File: src/rtl/if_fetch_queue.sv
`default_nettype none
// ============================================================================
//  Module   : if_fetch_queue
//  Purpose  : Instruction-fetch front end. Issues sequential fetch requests
//             to a one-cycle-latency instruction SRAM, buffers responses in a
//             small FIFO and presents them to decode with a valid/ready
//             handshake. A redirect from execute flushes everything and
//             restarts fetch at the (word-aligned) target.
//
//  Ports    : clk              - sole clock, rising edge
//             rst_n            - asynchronous active-low reset
//             br_e / br_addr   - redirect request and target
//             inst_sram_en     - fetch request strobe
//             inst_sram_we     - byte write enables (always 0)
//             inst_sram_addr   - fetch address (= fetch PC)
//             inst_sram_wdata  - write data (always 0)
//             inst_sram_rdata  - 64-bit read data, valid one cycle after en
//             if_valid/if_ready- head-of-queue handshake toward decode
//             if_pc / if_inst  - PC and instruction of the head entry
//
//  Revision : 1.0  initial release
// ============================================================================
module if_fetch_queue #(
    parameter int                XLEN     = 64,
    parameter logic [XLEN-1:0]   RESET_PC = XLEN'(64'h8000_0000),
    parameter int                DEPTH    = 4
) (
    input  logic                 clk,
    input  logic                 rst_n,
    input  logic                 br_e,
    input  logic [XLEN-1:0]      br_addr,
    output logic                 inst_sram_en,
    output logic [7:0]           inst_sram_we,
    output logic [XLEN-1:0]      inst_sram_addr,
    output logic [63:0]          inst_sram_wdata,
    input  logic [63:0]          inst_sram_rdata,
    output logic                 if_valid,
    input  logic                 if_ready,
    output logic [XLEN-1:0]      if_pc,
    output logic [31:0]          if_inst
);

    // DEPTH must be a power of two (>= 2) so the pointers wrap naturally.
    localparam int PW = $clog2(DEPTH);
    localparam int CW = PW + 1;

    typedef logic [PW-1:0] ptr_t;
    typedef logic [CW-1:0] count_t;
    // One extra bit so count + inflight can never wrap in the credit check.
    typedef logic [CW:0]   used_t;

    localparam count_t c_count_full = count_t'(DEPTH);
    localparam used_t  c_depth      = used_t'(DEPTH);

    // ------------------------------------------------------------------
    // State
    // ------------------------------------------------------------------
    logic [XLEN-1:0] r_fetch_pc;
    logic [XLEN-1:0] r_resp_pc;
    logic            r_inflight;
    count_t          r_count;
    ptr_t            r_wr_ptr;
    ptr_t            r_rd_ptr;

    logic [XLEN-1:0] r_mem_pc   [DEPTH];
    logic [31:0]     r_mem_inst [DEPTH];

    // ------------------------------------------------------------------
    // Combinational
    // ------------------------------------------------------------------
    logic            w_pop;
    logic            w_push;
    used_t           w_used;
    logic [31:0]     w_resp_inst;

    assign if_valid = (r_count != '0) & ~br_e;
    assign if_pc    = r_mem_pc[r_rd_ptr];
    assign if_inst  = r_mem_inst[r_rd_ptr];

    assign w_pop  = if_valid & if_ready;
    // A response arriving in a redirect cycle belongs to the old stream.
    assign w_push = r_inflight & ~br_e;

    // Credit check: every slot is reserved at request time, so a response
    // always finds room when it lands one cycle later.
    assign w_used = used_t'(r_count) + used_t'(r_inflight) - used_t'(w_pop);

    // rst_n gates the strobe directly so it drops the instant reset asserts.
    assign inst_sram_en    = rst_n & ~br_e & (w_used < c_depth);
    assign inst_sram_addr  = r_fetch_pc;
    assign inst_sram_we    = '0;
    assign inst_sram_wdata = '0;

    // The SRAM returns an aligned doubleword; PC bit 2 picks the word.
    assign w_resp_inst = r_resp_pc[2] ? inst_sram_rdata[63:32]
                                      : inst_sram_rdata[31:0];

    // ------------------------------------------------------------------
    // Control registers
    // ------------------------------------------------------------------
    always_ff @(posedge clk or negedge rst_n) begin
        if (!rst_n) begin
            r_fetch_pc <= RESET_PC;
            r_resp_pc  <= '0;
            r_inflight <= 1'b0;
            r_count    <= '0;
            r_wr_ptr   <= '0;
            r_rd_ptr   <= '0;
        end else if (br_e) begin
            r_fetch_pc <= {br_addr[XLEN-1:2], 2'b00};
            r_inflight <= 1'b0;
            r_count    <= '0;
            r_wr_ptr   <= '0;
            r_rd_ptr   <= '0;
        end else begin
            if (inst_sram_en) begin
                r_fetch_pc <= r_fetch_pc + XLEN'(4);
                r_resp_pc  <= r_fetch_pc;
            end
            r_inflight <= inst_sram_en;

            if (w_push) begin
                r_wr_ptr <= r_wr_ptr + ptr_t'(1);
            end
            if (w_pop) begin
                r_rd_ptr <= r_rd_ptr + ptr_t'(1);
            end

            case ({w_push, w_pop})
                2'b10:   r_count <= r_count + count_t'(1);
                2'b01:   r_count <= r_count - count_t'(1);
                default: r_count <= r_count;
            endcase
        end
    end

    // ------------------------------------------------------------------
    // Queue storage (data only, no reset needed)
    // ------------------------------------------------------------------
    always_ff @(posedge clk) begin
        if (w_push) begin
            r_mem_pc[r_wr_ptr]   <= r_resp_pc;
            r_mem_inst[r_wr_ptr] <= w_resp_inst;
        end
    end

    // A push into a full queue means the credit check has been broken.
    a_no_overflow : assert property (
        @(posedge clk) disable iff (!rst_n)
        !(w_push && (r_count == c_count_full))
    );

endmodule
`default_nettype wire

File: config.mk
export PLATFORM = sky130hd
export DESIGN_NAME = if_fetch_queue
export DESIGN_NICKNAME = d
export VERILOG_FILES = /design/src/rtl/if_fetch_queue.sv
export SDC_FILE = /design/constraint.sdc
export NUM_CORES = 1
export LEC_CHECK = 0
export BUFFER_PORTS_ARGS = -buffer_cell sky130_fd_sc_hd__buf_2
export CAP_MARGIN = 30
export CORE_MARGIN = 2
export CORE_UTILIZATION = 45
export CTS_CLUSTER_DIAMETER = 100
export CTS_CLUSTER_SIZE = 28
export DETAILED_ROUTE_END_ITERATION = 12
export GPL_ROUTABILITY_DRIVEN = 0
export HOLD_SLACK_MARGIN = 0.08
export PLACE_DENSITY = 0.65
export SLEW_MARGIN = 20
export SYNTH_ARGS = -nofsm -noshare
export SYNTH_HDL_FRONTEND = slang
export SYNTH_SLANG_ARGS = --single-unit
File: constraint.sdc
create_clock -name clk -period 7.75 [get_ports clk]
set_input_delay 0.3875 -clock clk [delete_from_list [all_inputs] [get_ports clk]]
set_output_delay 0.3875 -clock clk [all_outputs]
set_load 0.01 [all_outputs]
==> out/metrics.csv, run 1 <==
metric;value;unit
status;completed;
ys_ff_latch;508;
yosysMostFrequentCell;edfxtp_1;
preCtsSetupSlack;3.69;ns
final_core_util;0.523;
numCtsBuffers;22;
grt_remaining_overflow;0;
place_inst;2102;
slew_violations;0;
clock_path_buffers;3;
postCtsHoldBufs;56;
grt_pass1_vias;11893;
dp_hpwl;30900;um
final_cell_area;24300;um^2
hp-class;primary input to register;
synth_cell_types;49;
hold_viol_final;0;
drv_cap;0;
nets;1717;
fin_crit;4.22;ns
drive_gt1_frac;0.337;
num_rows;79;
crit_type;register to output pin;
instances_no_fill;2200;
clkTransAtPathRegs;0.12;ns
post_cts_resized;0;
cellPowerDensity;296;nW/um^2
pin_count;366;
grt.total_usage;0.200;
syn_inst;1252;
area_growth;14.8;%
worstPathRequired;7.36;ns
h-tree-depth;1;
fin_ws;3.53;ns
post-route-period-util;0.545;
core-area;46500;um^2
cts_num_sinks;508;
drc_errors;0;
initial_core_util;0.455;
synth_top_area_cell;edfxtp_1;
num_vias;12158;
setup_viol_count_final;0;
initialDrtViolationCount;750;
max_freq;237;MHz
antenna_left;0;
syn_area_per_cell;16.9;um^2
tritoncts;built;
antenna_found_initial;3;
synth-main-ff-cell;edfxtp_1;
worst_ep_arrival_time;3.84;ns
clkLatencyLatePin;0.58;ns
vdd.ir_drop.worst;0.193;mV
p_total;7.20;mW
wl_per_cell;22.4;um
placed_cell_area;23000;um^2
ys_top_cells_by_area;edfxtp_1 (53%), dfrtp_1 (16%), mux4_2 (10%);
routed_wl;49400;um
syn_area;21100;um^2
vias_per_cell;5.53;
die_y;221;um
synth_edf_count;376;
relSlewSlack;0.356;
crit_path_end_kind;output pin;
finClkSkew;0.0374;ns
grt_setup_unrepaired;no;
tightest_slew;0.966;ns
dieWidth;221;um
port_buffers;287;
die_area;48700;um^2
ys_top_cells_by_count;edfxtp_1 (376), dfrtp_1 (131), mux2_2 (96);
drtPass1Iterations;5;
grt_max_degree;81;
leakagePower;8.60;nW
cts_root_buffer;clkbuf_16;
finalSetupTns;0;ns
synth_top_area_frac;0.534;
cts_setup_buffers;0;
cp_max_fo;25;
cp-start-kind;register;
ys_seq_area_frac;0.690;
yosysWarnings;0;
fin_hold_ws;0.111;ns
async_flop_share;0.260;
grt_pass1_wl;72900;um
path summary, 6_finish.rpt:
check | slack, ns | from | end | cells past startpoint
max | 3.53 | r_count[1]$_DFFE_PN0P_ | inst_sram_en | 11
min | 0.11 | br_addr[51] | inst_sram_addr[51]$_DFFE_PN0P_ | 3
max reg2reg | 3.62 | r_count[1]$_DFFE_PN0P_ | inst_sram_addr[59]$_DFFE_PN0P_ | 10
min reg2reg | 0.52 | r_resp_pc[52]$_DFFE_PN0P_ | r_mem_pc[0][52]$_DFFE_PP_ | 0
max in group asynchronous | 6.26 | rst_n | inst_sram_addr[31]$_DFFE_PN1P_ | 4
min in group asynchronous | 0.39 | rst_n | r_resp_pc[6]$_DFFE_PN0P_ | 2
worst max-delay path: stages, from the launching register on:
cell	delay, ns
dfrtp_1	0.46
o31ai_1	0.75
nor2_1	0.09
ha_1	0.21
inv_1	0.05
ha_1	0.21
and3b_4	0.20
o211a_1	0.46
o21ai_4	0.24
buf_4	0.35
inv_1	0.07
buf_2	0.14
flip-flops by register name, summed over array words and instances (netlist names):
name and flops:
r_rd_ptr 2, r_count 3, r_mem_inst 128, r_resp_pc 62, r_inflight 1, r_wr_ptr 2
r_mem_pc 248, inst_sram_addr 62
layout make-up:
cell class | count | area [um^2]
Clock inverter | 1 | 30.0
Multi-Input combinational cell | 667 | 6000
Inverter | 14 | 52.6
Tap cell | 607 | 759
Timing Repair Buffer | 363 | 2190
Sequential cell | 508 | 14600
Clock buffer | 39 | 636
Antenna cell | 1 | 2.50
Fill cell | 3888 | 22200
cells by family after synthesis:
family	Yosys count	synth area share
mux	193	0.153
flops	508	0.690
other cells	1	0.000177
buf+inv	152	0.0412
fa+ha+maj	9	0.00568
xor+xnor	29	0.0120
simple gates	233	0.0584
compound gates	127	0.0396
power by group:
group | switching [mW] | leakage (nW) | internal, mW | total [mW]
clock | 0.818 | 0.314 | 0.573 | 1.39
sequential | 0.391 | 4.93 | 3.52 | 3.92
combinational | 0.944 | 3.35 | 0.946 | 1.89
total | 2.15 | 8.60 | 5.04 | 7.20
metal layers:
layer / global-route usage / share of wire / up-vias
met3: 0.0285 / 0.058 / 58
met1: 0.280 / 0.43 / 6317
met4: 0.0516 / 0.022 / 4
met2: 0.333 / 0.49 / 369
met5: 0 / 0.00055 / -
li1: - / - / 5410
placed cells by master (no fill, tap or decap), drive strengths merged, types with 30 or more instances in the layout:
master	n
a31oi	37
dfrtp	131
mux4	94
nand3	30
mux2	96
dlygate4sd3	56
edfxtp	376
nand2	46
nor2	51
conb	76
clkbuf	39
buf	307
o21ai	39
No activity file was read; power rests on OpenSTA's default activity.
==> run 2: changes to the inputs <==
==> constraint.sdc (replaced) <==
create_clock -name clk -period 4 [get_ports clk]
set_input_delay 0.2 -clock clk [delete_from_list [all_inputs] [get_ports clk]]
set_output_delay 0.2 -clock clk [all_outputs]
set_load 0.01 [all_outputs]
==> run 2 against run 1 <==
Core utilization up 1.8 points. Clock power rose by 94%. Worst hold slack improved by 0.026 ns. Largest power group unchanged. Sequential power increased by 96%. Global-route usage rose by 0.41 points. Setup slack worse by 3.2 ns. Critical path type is now register to register. Via count up 1.9%.
==> out/metrics.csv, run 2 (synthesis gave the netlist of run 1 again) <==
metric;value;unit
antenna_left;0;
finalSetupTns;0;ns
cts_setup_buffers;0;
clkLatencyLatePin;0.58;ns
h-tree-depth;1;
fin_ws;0.368;ns
largest_reg_flops;248;
post_cts_resized;0;
postCtsHoldBufs;127;
cts_root_buffer;clkbuf_16;
drtPass1Iterations;5;
drv_cap;0;
grt_pass1_wl;74800;um
grt_remaining_overflow;0;
hp-class;primary input to async pin;
vias_per_cell;5.44;
worst_ep_arrival_time;4.12;ns
final_cell_mix;edfxtp_1 (376), buf_2 (286), dfrtp_1 (128);
numCtsBuffers;22;
grt.total_usage;0.205;
initial_core_util;0.455;
cellPowerDensity;566;nW/um^2
dieWidth;221;um
grt_setup_unrepaired;no;
worstPathRequired;4.49;ns
status;completed;
slew_violations;0;
preCtsSetupSlack;0.376;ns
grt_pass1_vias;12515;
final_cell_area;25100;um^2
clock_path_buffers;3;
finClkSkew;0.0404;ns
relSlewSlack;0.415;
setup_viol_count_final;0;
initialDrtViolationCount;848;
drc_errors;0;
area_growth;18.7;%
post-route-period-util;0.908;
top_register;r_mem_pc;
antenna_found_initial;2;
vdd.ir_drop.worst;0.421;mV
cp-start-kind;register;
max_freq;275;MHz
fin_crit;3.63;ns
fin_hold_ws;0.137;ns
pin_count;366;
tritoncts;built;
num_rows;79;
instances_no_fill;2276;
crit_path_end_kind;register;
nets;1791;
num_vias;12392;
tightest_slew;0.877;ns
dp_hpwl;31500;um
layout_commonest_cell;edfxtp_1;
place_inst;2106;
grt_max_degree;81;
crit_type;register to register;
die_y;221;um
hold_viol_final;0;
core-area;46500;um^2
cp_max_fo;20;
die_area;48700;um^2
n_fill_cell;3814;
clkTransAtPathRegs;0.12;ns
placed_cell_area;23200;um^2
wl_per_cell;22.0;um
port_buffers;287;
reg_top3;r_mem_pc x248, r_mem_inst x128;
drive_gt1_frac;0.323;
leakagePower;8.93;nW
cts_num_sinks;508;
routed_wl;50000;um
-- run 2: cell types whose count changed in the layout (fill, tap and decap cells not counted) --
cell / before / now
dlygate4sd3_1: 56 / 127
buf_12: 0 / 10
buf_4: 18 / 13
buf_16: 2 / 0
diode_2: 1 / 3
nor3_1: 8 / 9
nor3_2: 1 / 0
-- run 2: final cells by class --
type / count / area, um^2 / area share
inverter: 14 / 52.6 / 0.00209
tap: 607 / 759 / 0.0303
timing repair buffer: 437 / 3010 / 0.120
clock buffer: 39 / 636 / 0.0253
antenna: 3 / 7.51 / 0.000299
clock inverter: 1 / 30.0 / 0.00120
sequential: 508 / 14600 / 0.582
multi-input combinational: 667 / 5990 / 0.239
-- run 2: report_power, final --
part | internal (mW) | switching, mW
Combinational | 2.04 | 1.79
Sequential | 6.82 | 0.845
Clock | 1.11 | 1.59
Total | 9.97 | 4.23
-- run 2: final timing paths --
| check | startpoint | to | slack [ns] | cells past startpoint |
|---|---|---|---|---|
| worst max-delay path | r_count[2]$_DFFE_PN0P_ | inst_sram_addr[62]$_DFFE_PN0P_ | 0.37 | 10 |
| worst min-delay path | rst_n | r_wr_ptr[0]$_DFFE_PN0P_ | 0.14 | 2 |
| worst max register to register | r_count[2]$_DFFE_PN0P_ | inst_sram_addr[62]$_DFFE_PN0P_ | 0.37 | 10 |
| worst min register to register | r_resp_pc[28]$_DFFE_PN0P_ | r_mem_pc[2][28]$_DFFE_PP_ | 0.52 | 0 |
| max in group asynchronous | rst_n | r_rd_ptr[1]$_DFFE_PN0P_ | 2.66 | 3 |
| min in group clk | if_ready | r_rd_ptr[0]$_DFFE_PN0P_ | 0.14 | 5 |
-- run 2: per-layer routing --
| metal | vias up | part of all wire | global-route usage |
|---|---|---|---|
| met5 | - | 0.00052 | 0 |
| met4 | 4 | 0.024 | 0.0533 |
| met3 | 73 | 0.057 | 0.0324 |
| met2 | 378 | 0.49 | 0.344 |
| met1 | 6354 | 0.43 | 0.280 |
| li1 | 5583 | - | - |
-- run 2: critical path: stages, from the launching register on --
cell and delay, ns:
dfrtp_1 0.44, o31ai_1 0.31, nor2_1 0.08, ha_1 0.18
inv_1 0.05, ha_1 0.21, and3b_4 0.20, or4_1 0.59
a2111o_1 0.70, or4_1 0.60, a31oi_1 0.18
-- run 2: through the flow --
stage | utilization | power, mW
floorplan | - | 10.0
detailed placement | 0.498 | 11.5
CTS | 0.540 | 14.4
finish | 0.540 | 14.2
global placement | 0.498 | 11.3
global route | 0.540 | 14.9
